**src/rtl/addsub_accumulator.sv**
```systemverilog
// ============================================================================
// addsub_accumulator: LOAD/ADD/SUB/CLEAR accumulator over a 4-bit adder-subtractor
// with valid/ready command and result ports.  Rev 1.0
// ============================================================================
`default_nettype none

module four_bit_adder_subtractor (
   input  logic [3:0] A,
   input  logic [3:0] B,
   input  logic       m,
   output logic [3:0] Sum,
   output logic       Carry
);
   logic [3:0] bx;
   logic [4:0] c;

   assign bx   = B ^ {4{m}};
   assign c[0] = m;

   for (genvar i = 0; i < 4; i++) begin : g_bit
      assign Sum[i]   = A[i] ^ bx[i] ^ c[i];
      assign c[i+1]   = (A[i] & bx[i]) | (c[i] & (A[i] ^ bx[i]));
   end

   assign Carry = c[4];
endmodule

module addsub_accumulator #(
   parameter int CNT_W = 8
) (
   input  logic             clk,
   input  logic             rst,
   input  logic             cmd_valid,
   output logic             cmd_ready,
   input  logic [1:0]       cmd_op,
   input  logic [3:0]       cmd_data,
   output logic             res_valid,
   input  logic             res_ready,
   output logic [3:0]       res_acc,
   output logic             res_carry,
   output logic             res_ovf,
   output logic             res_zero,
   output logic [CNT_W-1:0] op_count
);
   localparam logic [1:0] OP_LOAD  = 2'b00;
   localparam logic [1:0] OP_ADD   = 2'b01;
   localparam logic [1:0] OP_SUB   = 2'b10;
   localparam logic [1:0] OP_CLEAR = 2'b11;

   typedef enum logic [1:0] {
      S_IDLE = 2'd0,
      S_EXEC = 2'd1,
      S_RESP = 2'd2
   } state_t;

   state_t     state, state_nxt;
   logic [1:0] op_q;
   logic [3:0] data_q;
   logic [3:0] acc;
   logic       carry_q, ovf_q, zero_q;
   logic [CNT_W-1:0] count_q;

   logic       sub_m;
   logic [3:0] sum;
   logic       add_carry;
   logic [3:0] acc_nxt;
   logic       carry_nxt, ovf_nxt;

   assign sub_m = (op_q == OP_SUB);

   four_bit_adder_subtractor u_addsub (
      .A     (acc),
      .B     (data_q),
      .m     (sub_m),
      .Sum   (sum),
      .Carry (add_carry)
   );

   always_comb begin
      state_nxt = state;
      cmd_ready = 1'b0;
      res_valid = 1'b0;
      case (state)
         S_IDLE: begin
            cmd_ready = 1'b1;
            if (cmd_valid) state_nxt = S_EXEC;
         end
         S_EXEC: state_nxt = S_RESP;
         S_RESP: begin
            res_valid = 1'b1;
            if (res_ready) state_nxt = S_IDLE;
         end
         default: state_nxt = S_IDLE;
      endcase
   end

   // Overflow uses the inverted operand only; the +1 of subtraction enters as carry-in.
   always_comb begin
      acc_nxt   = 4'h0;
      carry_nxt = 1'b0;
      ovf_nxt   = 1'b0;
      case (op_q)
         OP_LOAD: acc_nxt = data_q;
         OP_ADD, OP_SUB: begin
            acc_nxt   = sum;
            carry_nxt = add_carry;
            ovf_nxt   = (acc[3] == (data_q[3] ^ sub_m)) && (sum[3] != acc[3]);
         end
         OP_CLEAR: acc_nxt = 4'h0;
         default:  acc_nxt = 4'h0;
      endcase
   end

   always_ff @(posedge clk) begin
      if (rst) state <= S_IDLE;
      else     state <= state_nxt;
   end

   always_ff @(posedge clk) begin
      if (rst) begin
         op_q    <= OP_LOAD;
         data_q  <= 4'h0;
         acc     <= 4'h0;
         carry_q <= 1'b0;
         ovf_q   <= 1'b0;
         zero_q  <= 1'b1;
         count_q <= '0;
      end else begin
         if (state == S_IDLE && cmd_valid) begin
            op_q   <= cmd_op;
            data_q <= cmd_data;
         end
         if (state == S_EXEC) begin
            acc     <= acc_nxt;
            carry_q <= carry_nxt;
            ovf_q   <= ovf_nxt;
            zero_q  <= (acc_nxt == 4'h0);
            count_q <= count_q + CNT_W'(1);
         end
      end
   end

   assign res_acc   = acc;
   assign res_carry = carry_q;
   assign res_ovf   = ovf_q;
   assign res_zero  = zero_q;
   assign op_count  = count_q;
endmodule

`default_nettype wire

```
**config.mk**
```make
export PLATFORM = sky130hd
export DESIGN_NAME = addsub_accumulator
export DESIGN_NICKNAME = d
export VERILOG_FILES = /design/src/rtl/addsub_accumulator.sv
export SDC_FILE = /design/constraint.sdc
export NUM_CORES = 1
export LEC_CHECK = 0
export BUFFER_PORTS_ARGS = -buffer_cell sky130_fd_sc_hd__buf_4
export CAP_MARGIN = 5
export CORE_UTILIZATION = 52
export DETAILED_ROUTE_END_ITERATION = 10
export GPL_TIMING_DRIVEN = 0
export HOLD_SLACK_MARGIN = 0.06
export PLACE_DENSITY = 0.79
export REMOVE_ABC_BUFFERS = 1
export SYNTH_ARGS = -nofsm -noshare
export SYNTH_HDL_FRONTEND = slang
export SYNTH_SLANG_ARGS = --single-unit
```
**constraint.sdc**
```tcl
create_clock -name clk -period 7.47 [get_ports clk]
set_input_delay 0.3735 -clock clk [delete_from_list [all_inputs] [get_ports clk]]
set_output_delay 0.3735 -clock clk [all_outputs]
set_load 0.02 [all_outputs]
```
After elaboration in Yosys (flattened, before gate mapping)
Cells that the tools add are included.
{"block": "word_totals", "regBits": 23, "inputBits": 10}
{"block": "classes", "n_reduce_logical": 7, "addsub": 1, "muxes": 8, "eq_ne": 9, "bitwise": 22}
{"operator": "$pmux 4 s3", "n": 1}
{"operator": "$xor 1x1->1", "n": 9}
{"operator": "$add 8x1->8 const B", "n": 1}
{"operator": "$and 1x1->1", "n": 8}
{"operator": "$eq 2x2->1 const B", "n": 3}
{"operator": "$pmux 2 s3", "n": 1}
{"operator": "$eq 2x1->1 const B", "n": 2}
{"operator": "$logic_not 2->1", "n": 2}
{"operator": "$logic_not 4->1", "n": 1}
{"operator": "$mux 1", "n": 4}
{"operator": "$mux 2", "n": 2}
{"operator": "$ne 2x2->1 const B", "n": 2}
{"operator": "$or 1x1->1", "n": 4}
{"operator": "$xor 4x4->4", "n": 1}
{"operator": "$logic_and 1x1->1", "n": 2}
{"operator": "$reduce_and 2->1", "n": 1}
{"operator": "$reduce_or 2->1", "n": 1}
{"operator": "$eq 1x1->1", "n": 1}
{"operator": "$ne 1x1->1", "n": 1}

Logic depth before layout (Yosys ltp)
Gate-level depths: netlist of the first run.
{"block": "logic_depth", "ltp_word": 13, "depth_mapped": 11, "depth_no_buf": 11}

Hierarchy
From an unflattened synthesis of the first run, not the netlist that was laid out.
{"block": "hier_totals", "hier_cells": 123, "hier_area_um2": 1152.4}
{"mod": "addsub_accumulator", "area_per_inst_um2": 1031.0, "cells_each": 111, "seq_area_each_um2": 460.4, "instances": 1}
{"mod": "four_bit_adder_subtractor", "area_per_inst_um2": 121.4, "cells_each": 12, "seq_area_each_um2": 0.0, "instances": 1}

Worst setup path after synthesis of the first run
No wires, ideal clock.
{"block": "synth_timing", "path_kind": "reg2reg", "from": "register op_q[0]", "to": "register zero_q (netlist: res_zero)", "required_time_ns": 7.401, "t_arrival_ns": 2.382, "setup_slack_ns": 5.019, "stages_incl_launch_ff": 12, "setup_time_ns": 0.069, "path_cell_list": "dfxtp_1 > inv_1 > ha_1 > mux2_2 > fa_1 > inv_1 > fa_1 > inv_1 > fa_1 > a221oi_2 > nand3_1 > o21ai_1"}
{"block": "synth_between", "elab_chain_len": 12, "word_cells_on_any_way": 25}
{"element": "start, declared", "line_no": "57", "text": "logic [1:0] op_q;"}
{"element": "start signal, assigned", "line_no": "130", "text": "op_q <= cmd_op;"}
{"element": "$eq 2x2->1", "line_no": "69, 102"}
{"element": "$xor 4x4->4", "line_no": "17", "text": "assign bx = B ^ {4{m}};"}
{"element": "$xor 1x1->1", "line_no": "21, 22"}
{"element": "$and 1x1->1", "line_no": "22", "text": "assign c[i+1] = (A[i] & bx[i]) | (c[i] & (A[i] ^ bx[i]));"}
{"element": "$or 1x1->1", "line_no": "22"}
{"element": "$and 1x1->1", "line_no": "22"}
{"element": "$or 1x1->1", "line_no": "22"}
{"element": "$and 1x1->1", "line_no": "22"}
{"element": "$or 1x1->1", "line_no": "22"}
{"element": "$xor 1x1->1", "line_no": "21", "text": "assign Sum[i] = A[i] ^ bx[i] ^ c[i];"}
{"element": "$pmux 4 s3 (*)", "line_no": "102", "text": "case (op_q)"}
{"element": "$logic_not 4->1 (*)", "line_no": "137", "text": "zero_q <= (acc_nxt == 4'h0);"}
{"element": "end signal, assigned", "line_no": "137"}
{"element": "end, declared", "line_no": "60", "text": "logic carry_q, ovf_q, zero_q;"}
Mark *: on every way between the ends. The rest lies on a longest branch, timed or not.
A chain may end at the register's enable or synchronous reset.

Worst setup path after layout of the first run
Same ends and word-level chain as after synthesis.

==> results of run 1 <==
==> metrics by stage <==
stage                     hold WS (ns)  instances  instance area, µm²
after floorplan                  0.443        119                1120
after global placement           0.441        172                1350
after detailed placement         0.450        172                1350
after CTS                        0.265        176                1380
after global routing             0.269        176                1380
final                            0.267        176                1380
==> registers in the layout, indices dropped and copies added, names as in the netlist <==
register / flops
res_zero: 1
op_q: 2
res_carry: 1
state: 2
res_ovf: 1
op_count: 8
data_q: 4
res_acc: 4
==> worst max-delay path, delay by kind of cell (launching register included) <==
kind                     cells  cell delay [ns]
adder cells (fa/ha/maj)      4             1.28
AND/OR/NAND/NOR              1             0.11
AO/OA/AOI/OAI                2             0.41
flip-flops                   1             0.33
multiplexers                 1             0.29
buffers and inverters        3             0.20
==> how the worst min path moves through the flow <==
stage	from	end	slack, ns	cells past startpoint
2_1_floorplan	rst	op_count[1]	0.44	1
3_3_place_gp	res_ovf	res_ovf	0.44	2
3_5_place_dp	res_carry	res_carry	0.45	2
4_1_cts	cmd_op[1]	op_q[1]	0.27	3
5_1_grt	cmd_data[0]	data_q[0]	0.27	3
6_report	cmd_op[1]	op_q[1]	0.27	3
==> kinds of logic after synthesis <==
logic type      after synthesis
flops                        23
mux                           5
fa+ha+maj                     7
simple gates                 48
xor+xnor                     10
buf+inv                      11
compound gates               20
==> power groups by stage <==
stage / combinational [mW] / clock [mW] / sequential, mW
after floorplan: 0.0292 / 0 / 0.139
after global placement: 0.0472 / 0 / 0.137
after detailed placement: 0.0490 / 0 / 0.137
after CTS: 0.0492 / 0.0604 / 0.134
after global routing: 0.0555 / 0.0665 / 0.135
final: 0.0485 / 0.0578 / 0.134
==> layout by cell type, fill, tap and decap left out, types with 2 or more instances in the layout <==
cell type,Yosys,final
nand4_1,2,2
xor2_1,6,6
nor2_1,19,19
ha_1,4,4
buf_4,0,26
dfxtp_1,23,23
nand2_1,9,9
o21ai_0,6,6
mux2i_1,4,4
a21oi_1,8,8
nand3_1,2,2
and2b_1,2,2
nor2b_1,2,2
clkbuf_4,0,3
inv_1,6,6
xnor2_1,4,4
fa_1,3,3
==> metal layers <==
| metal | global-route usage (%) | vias to the layer above | wire (µm) |
|---|---|---|---|
| met4 | 5.39 | 0 | 12 |
| met3 | 6.54 | 2 | 93 |
| met1 | 25.0 | 428 | 928 |
| met5 | 0 | - | 0 |
| li1 | - | 465 | - |
| met2 | 37.4 | 20 | 1080 |
==> layout make-up <==
class,count,area (µm²)
clock buffer,3,22.5
inverter,6,22.5
clock inverter,1,5.00
tap,27,33.8
fill,173,646
sequential,23,460
timing repair buffer,26,195
multi-input combinational,90,637
==> results.md, run 1 <==
Outcome:
- The run finished with clean final reports.

Pwr:
- Cell internal power was estimated by the tool at around 0.17 mW.
- The cell area power density is between 150 and 200 nW/µm².
- The clock network burns about a quarter of the power.
- The peak supply drop is ~0.13 mV.
- For this design the total switching power over the nets is about 0.070 mW.
- The relative contribution of sequential cells to total power is 55.8%.
- The total power is 0.240 mW.
- Combinational logic burns 20.2% of the power.
- The leakage power of the design is 0.607 nW.
- The fraction of power spent switching nets is between 20 and 30%.

Yosys:
- The largest total area in the synthesized netlist belongs to dfxtp_1.
- The number of flops mapped to enable cells by yosys is 0.
- The flip-flop and latch count after synthesis is 23.
- Sorting the synthesized cells by how often they occur yields dfxtp_1, nor2_1, nand2_1.
- The register area share after synthesis is around 40%.
- The number of synthesis warnings is 0.
- The cell with the most instances after synthesis is dfxtp_1.
- By area, the combinational part of the netlist is dominated by simple AND/OR/NAND/NOR gates.
- The mapped netlist covers between 1000 and 1500 µm².
- The fraction of the mapped netlist area in compound gates is around a tenth.
- After synthesis, the cell types taking the most area are dfxtp_1, nor2_1, fa_1, xor2_1, ha_1.
- The share of synthesized cell area in full adder, half adder and majority cells is under 10%.
- A synthesized cell averages roughly 9.3 µm².
- The count of cell types in the netlist is 37.
- Of the post-synthesis cell area, the dominant cell type holds between 30% and 40%.
- The proportion of synthesized area in mux cells is under 10%.
- After Yosys synthesis, XOR and XNOR cells account for around 7.6% of the synthesized area.
- Synthesis handed over a netlist of 124 instances.
- The simple-gate portion of the synthesized area is 23.1%.
- The commonest register cell after synthesis is dfxtp_1.
- The async set-or-reset flop fraction in the synthesized netlist is 0%.

STA:
- The worst pin sits at a relative slew slack of between 20% and 30%.
- The accumulated negative setup slack is 0 ns.
- The final-report setup violation count is 0.
- The total count of max-transition violations in the final report came to 0.
- The final critical-path share of the clock period is 36.0%.
- The final period demand of the worst path is 2.69 ns.
- Across the routed clock network, the largest skew measured is 0.0115 ns.
- The final count of hold timing violations is 0.
- Setup repair after global routing left no endpoint under its margin.
- At the pin with the least slew margin, the transition time is around 1.2 ns.
- The maximum clock frequency is ~370 MHz.
- The worst path setup slack after routing is approximately 4.8 ns.

Critical path:
- The depth of the worst register-to-register path is 11.
- The largest fanout on the critical path is 4.
- The reg-to-reg critical path endpoint is res_zero.
- The master of the slowest instance on the critical path is fa_1.
- The worst setup path is captured at a register.
- By startpoint and endpoint, the worst setup path is classified as register to register.
- The arrival time at the worst endpoint is about 3 ns.
- Traced cell by cell, the critical path runs through inv_1, ha_1, mux2_2, fa_1, inv_1, fa_1, inv_1, fa_1, a221oi_2, nand3_1, o21ai_1.
- In this run the critical register-to-register path is launched from op_q[0].
- The category of the worst setup path launch point is a register.
- Following the worst setup path forward leads to its endpoint at res_zero.
- The origin of the worst setup path is op_q[0].
- On the worst path, the slowest cell contributes a delay of 0.48 ns.
- The worst path required time is between 7 and 8 ns.
- The worst reg-to-reg setup slack is approximately 4.8 ns.

Floorplan:
- The die is around 50 µm tall.
- Once the floorplan was initialized, standard cells occupied between 50% and 60% of the core.
- The I/O pin count is 27.
- The number of placement rows is 16.
- The horizontal die dimension is slightly below 50 µm.
- The die footprint is 2410 µm².
- The region available for standard cell placement spans 2020 µm².

Route:
- The residual DRC count is 0.
- After the first detailed-routing iteration, the DRC count stood at 10.
- The average wire per standard cell is about 12 µm.
- The number of nets with antenna violations after routing is 0.
- The vias per cell is slightly above 5.
- Summed over all layers, the routed wires come to 2.12 mm.
- The pre-antenna-repair detailed-routing pass consisted of 4 iterations.
- Across all layers, the routed design uses 915 vias.

Finish:
- The layout overhead on the synthesized area is 19.2%.
- The repair_antennas step left the layout with diodes totalling 0.
- The fraction of layout cells with a size suffix above 1 is ~26%.
- In the final design database the tool counted ~170 nets.
- The share of the core filled with cells is between 60 and 70%.

Global routing:
- Global routing finished with a remaining overflow of 0.
- The initial antenna violation count is 0.
- The global-route wire length before repair is a little under 4 mm.
- The via count of the first global-routing pass was 906.
- Entering global routing, the biggest net connects 24 pins.
- The all-layer global routing usage is 21.3%.

Job:
- The max-cap check violation count is 0.

Clocking:
- CTS built an H-tree with a depth of 1.
- After clock tree synthesis, the flow added hold-fix buffers numbering 0.
- The root cell of the clock tree is clkbuf_4.
- The number of instances resized during post-cts repair is 0.
- The post-CTS setup-driven buffer insertion count is 0.
- The tree built by TritonCTS fans out to 23 sinks.
- Clock-pin slew was measured on the worst setup and hold paths at approximately 0.13 ns.
- The clock passes through at most 2 buffers.
- TritonCTS built the clock tree.
- Clock latency on the worst-skew pair, taken at its later pin, is roughly 0.32 ns.
- The total clock buffers created by CTS is 3.

Hold path:
- The type of the worst min-delay path is input pin to register.

Place:
- OpenSTA, run right after detailed placement, puts the worst setup slack at 4.82 ns.
- After legalization and detailed placement, the total HPWL measured roughly 1.6 mm.
- The congestion estimate from routability-driven global placement came to 0.763.
- Input and output buffers added on the ports amount to 26.
No activity file was read; power rests on OpenSTA's default activity.
==> run 2, diff against run 1 <==
ABC_AREA = 1   (was unset)
CORE_UTILIZATION = 47   (was 52)
PLACE_DENSITY = 0.75   (was 0.79)
clock period = 2.4 ns   (was 7.47 ns; I/O delays follow)
==> run 2 against run 1 <==
Clock power grew to 3.0 times the previous value; wire length is 9.1% higher; clock skew is 0.0076 ns lower; area after synthesis is 0.22% lower; power grew to 3.3 times the previous value; sequential share of layout area is 2.1 points lower; largest power group unchanged.
==> results.md, run 2 <==
Route:
- After detailed routing, the total wire length is 2.31 mm.
- For this run, the detailed router's first-pass iteration total came to 4.
- Dividing the detail-routed via count by the number of cells gives 4.88.
- The via total after detailed routing is between 1000 and 1500.
- After the first detailed-routing iteration, the DRC count stood at 21.
- The average wire per standard cell is between 10 and 15 µm.
- The residual DRC count is 0.
- The number of nets with antenna violations after routing is 0.

Place:
- At the end of routability-driven placement, the weighted congestion stood at ~0.77.
- During placement, the flow inserted port buffers numbering 26.
- The total instance count after detailed placement is roughly 200.
- After legalization and detailed placement, the total HPWL measured 1.70 mm.

Yosys:
- The cell count after synthesis is roughly 150.
- The average footprint of a synthesized cell is around 7.5 µm².
- The summed instance area of the synthesized netlist is between 1000 and 1500 µm².
- The synthesized design devotes to its leading area cell type 40.0% of total area.
- Yosys mapped the design onto 21 distinct sky130hd cell types.
- Sorting the synthesized cells by area gives the leading types as dfxtp_1, nand2_1, nor2_1, inv_1, o21ai_0.
- In the synthesized netlist the async set-or-reset flop fraction comes to 0%.
- The number of flops mapped to enable cells by yosys is 0.
- By count the netlist is led by nand2_1, dfxtp_1, nor2_1.
- The most used flip-flop cell after synthesis is dfxtp_1.
- The flip-flop and latch count after synthesis is 23.
- The cell with the most instances after synthesis is nand2_1.
- The synthesized design spends more area on one cell type than any other, namely dfxtp_1.
- For this run, the number of Yosys warnings is 0.
- The register area share after synthesis is between 30% and 40%.

STA:
- The worst path uses approximately 98% of the clock period.
- At the pin with the least slew margin, the transition time is ~0.44 ns.
- The routed design could run at a clock period as short as ~2.4 ns.
- Clock skew on the completed layout was measured at 0.00386 ns.
- Static timing analysis puts the maximum clock frequency at between 400 and 500 MHz.
- Setup repair after global routing could not meet its margin everywhere.
- Setup violations remaining at the end of the flow were counted as 0.
- The worst slew slack as a fraction of its limit is between 70% and 80%.
- The total count of max-transition violations in the final report came to 0.
- The final count of hold timing violations is 0.

Global routing:
- Global routing used a little under a fifth of the available tracks.
- The global-route wire length before repair is between 3 and 4 mm.
- Global routing consumed, on the met1 layer, between 20 and 25% of the routing resources.
- The total global routing overflow is 0.
- For met3 alone, demand over resource in global routing was between 3 and 4%.
- For met2 alone, demand over resource in global routing was about 34%.
- The via count of the first global-routing pass is 924.
- The largest net degree at the start of global routing is 17.
- The initial antenna violation count came to 0.
- In this run the most used layer during global routing was met2.

Clocking:
- Counting along the longest clock path gives a buffer depth of 2.
- The root cell of the clock tree is clkbuf_4.
- The worst-skew pair later-pin latency is about 0.30 ns.
- Clock tree synthesis inserted a total of 3 buffers.
- The H-tree depth is 1.
- After clock tree synthesis, the clock-pin slew on the worst setup and hold paths is roughly 0.12 ns.
- TritonCTS built the clock tree.
- The total clock sinks is 23.

Hold path:
- In this run the worst hold path is classified as input pin to register.

Finish:
- The register cell area after layout is ~460 µm².
- In the final design database the tool counted between 200 and 250 nets.
- The layout has 195 filler cells.
- The fraction of layout cells with a size suffix above 1 is approximately a quarter.
- The final cell count without fillers is approximately 210.
- The multi-input combinational cells in the finished layout cover a total of just over 600 µm².
- The top cell types in the final layout, fill and taps aside, are nand2_1, buf_4, nor2_1, dfxtp_1, inv_1.
- The layout overhead on the synthesized area is 27.7%.
- The number of antenna repair diodes is 0.
- The number of flip-flops in the largest register is 8.
- Leaving out fill and tap cells, the most frequent cell in the layout is nand2_1.

Floorplan:
- The area inside the core boundary is about 2300 µm².
- Row generation in the floorplan step produced 17 rows.
- The die boundary height is just over 50 µm.
- The I/O pin count is 27.
- The effective utilization at floorplan is approximately 51%.
- The die is just over 50 µm wide.
- The die footprint is around 2700 µm².

Critical path:
- The worst path buffer plus inverter count is 3.
- For the worst setup path, the data required time is 2.64 ns.
- STA classifies the critical path endpoint as a register.
- The cell class contributing the biggest share of worst-path delay is adder cells.
- STA puts the critical path data arrival time at 2.60 ns.
- The master of the slowest instance on the critical path is fa_1.
- The highest cell delay on the worst timing path is roughly 0.51 ns.
- STA classifies the critical path startpoint as a register.
- In this run the worst path has a maximum fanout of 4.
- The critical path is of the register to register type.
- Traced cell by cell, the critical path runs through inv_4, ha_4, xor2_2, fa_2, inv_2, fa_2, inv_2, fa_1, xnor2_1, nor2_1, nand2_1, a21oi_1.

Pwr:
- The leakage power of the design is between 0.7 and 0.8 nW.
- Power spread over the standard cell area amounts to ~540 nW/µm².
- Overall power consumption after layout is estimated at roughly 0.8 mW.
- Across the VDD grid, the largest voltage drop is ~0.32 mV.

Outcome:
- The run finished with clean final reports.

Job:
- The tool flagged a number of max-cap violations equal to 0.
[run 2: worst paths after layout]
| kind | depth (start not counted) | slack, ns | from | endpoint |
|---|---|---|---|---|
| max | 12 | 0.04 | op_q[0] | res_ovf |
| min | 3 | 0.07 | cmd_data[1] | data_q[1] |
| max reg2reg | 12 | 0.04 | op_q[0] | res_ovf |
| min reg2reg | 2 | 0.48 | res_carry | res_carry |
[run 2: tightest hold or removal path, cell delays in order]
cell and delay, ns:
buf_4 0.07, o21ai_0 0.07, nor2_1 0.08
[run 2: cells by family (layout without fill, tap and decap cells)]
| family | count (synthesis) | after routing | share of synthesized area [%] |
|---|---|---|---|
| and+or+nand+nor | 67 | 67 | 25.5 |
| adders and majority gates | 7 | 7 | 9.56 |
| buffers and inverters | 25 | 57 | 9.34 |
| xor gates and xnor gates | 4 | 4 | 3.04 |
| DFF | 23 | 23 | 40.0 |
| AOI/OAI and AO/OA | 28 | 28 | 12.6 |
[run 2: layout make-up]
type | instances | share of cell area, %
Multi-Input combinational cell | 106 | 42.1
Clock buffer | 4 | 1.79
Tap cell | 28 | 2.38
Inverter | 21 | 5.53
Sequential cell | 23 | 31.4
Timing Repair Buffer | 32 | 16.8
[run 2: through the flow]
stage / setup WS [ns] / hold slack [ns] / utilization [%] / area [µm²] / setup TNS (ns)
final: 0.0396 / 0.0717 / 65.3 / 1470 / 0
after global routing: -0.117 / 0.0882 / 65.3 / 1470 / -0.143
after CTS: 0.0105 / 0.0622 / 62.7 / 1410 / 0
after detailed placement: -0.0957 / 0.361 / 60.0 / 1350 / -0.212
after global placement: -0.00574 / 0.357 / 60.0 / 1350 / -0.00574
after floorplan: 0.106 / 0.189 / - / 1120 / 0
[run 2: power by group]
part           total, mW  switching, mW  internal (mW)  leakage [nW]
clock              0.171          0.107         0.0647        0.0150
sequential         0.424         0.0200          0.404         0.189
combinational      0.201          0.113         0.0880         0.510
total              0.796          0.240          0.556         0.714
[run 2: layer usage]
layer	vias to the layer above	routed length (µm)
met2	23	1130
li1	546	-
met3	0	80
met5	-	0
met4	0	0
met1	476	1100
[run 2: repair_timing]
item / 4_1_cts / 5_1_grt
gates resized for setup: 3 / 10
hold buffers: 2 / 1
endpoints found under the setup margin: 3 / 3
pin swaps: 0 / 6
buffers inserted: 0 / 3
hold endpoints to repair: 5 / 1
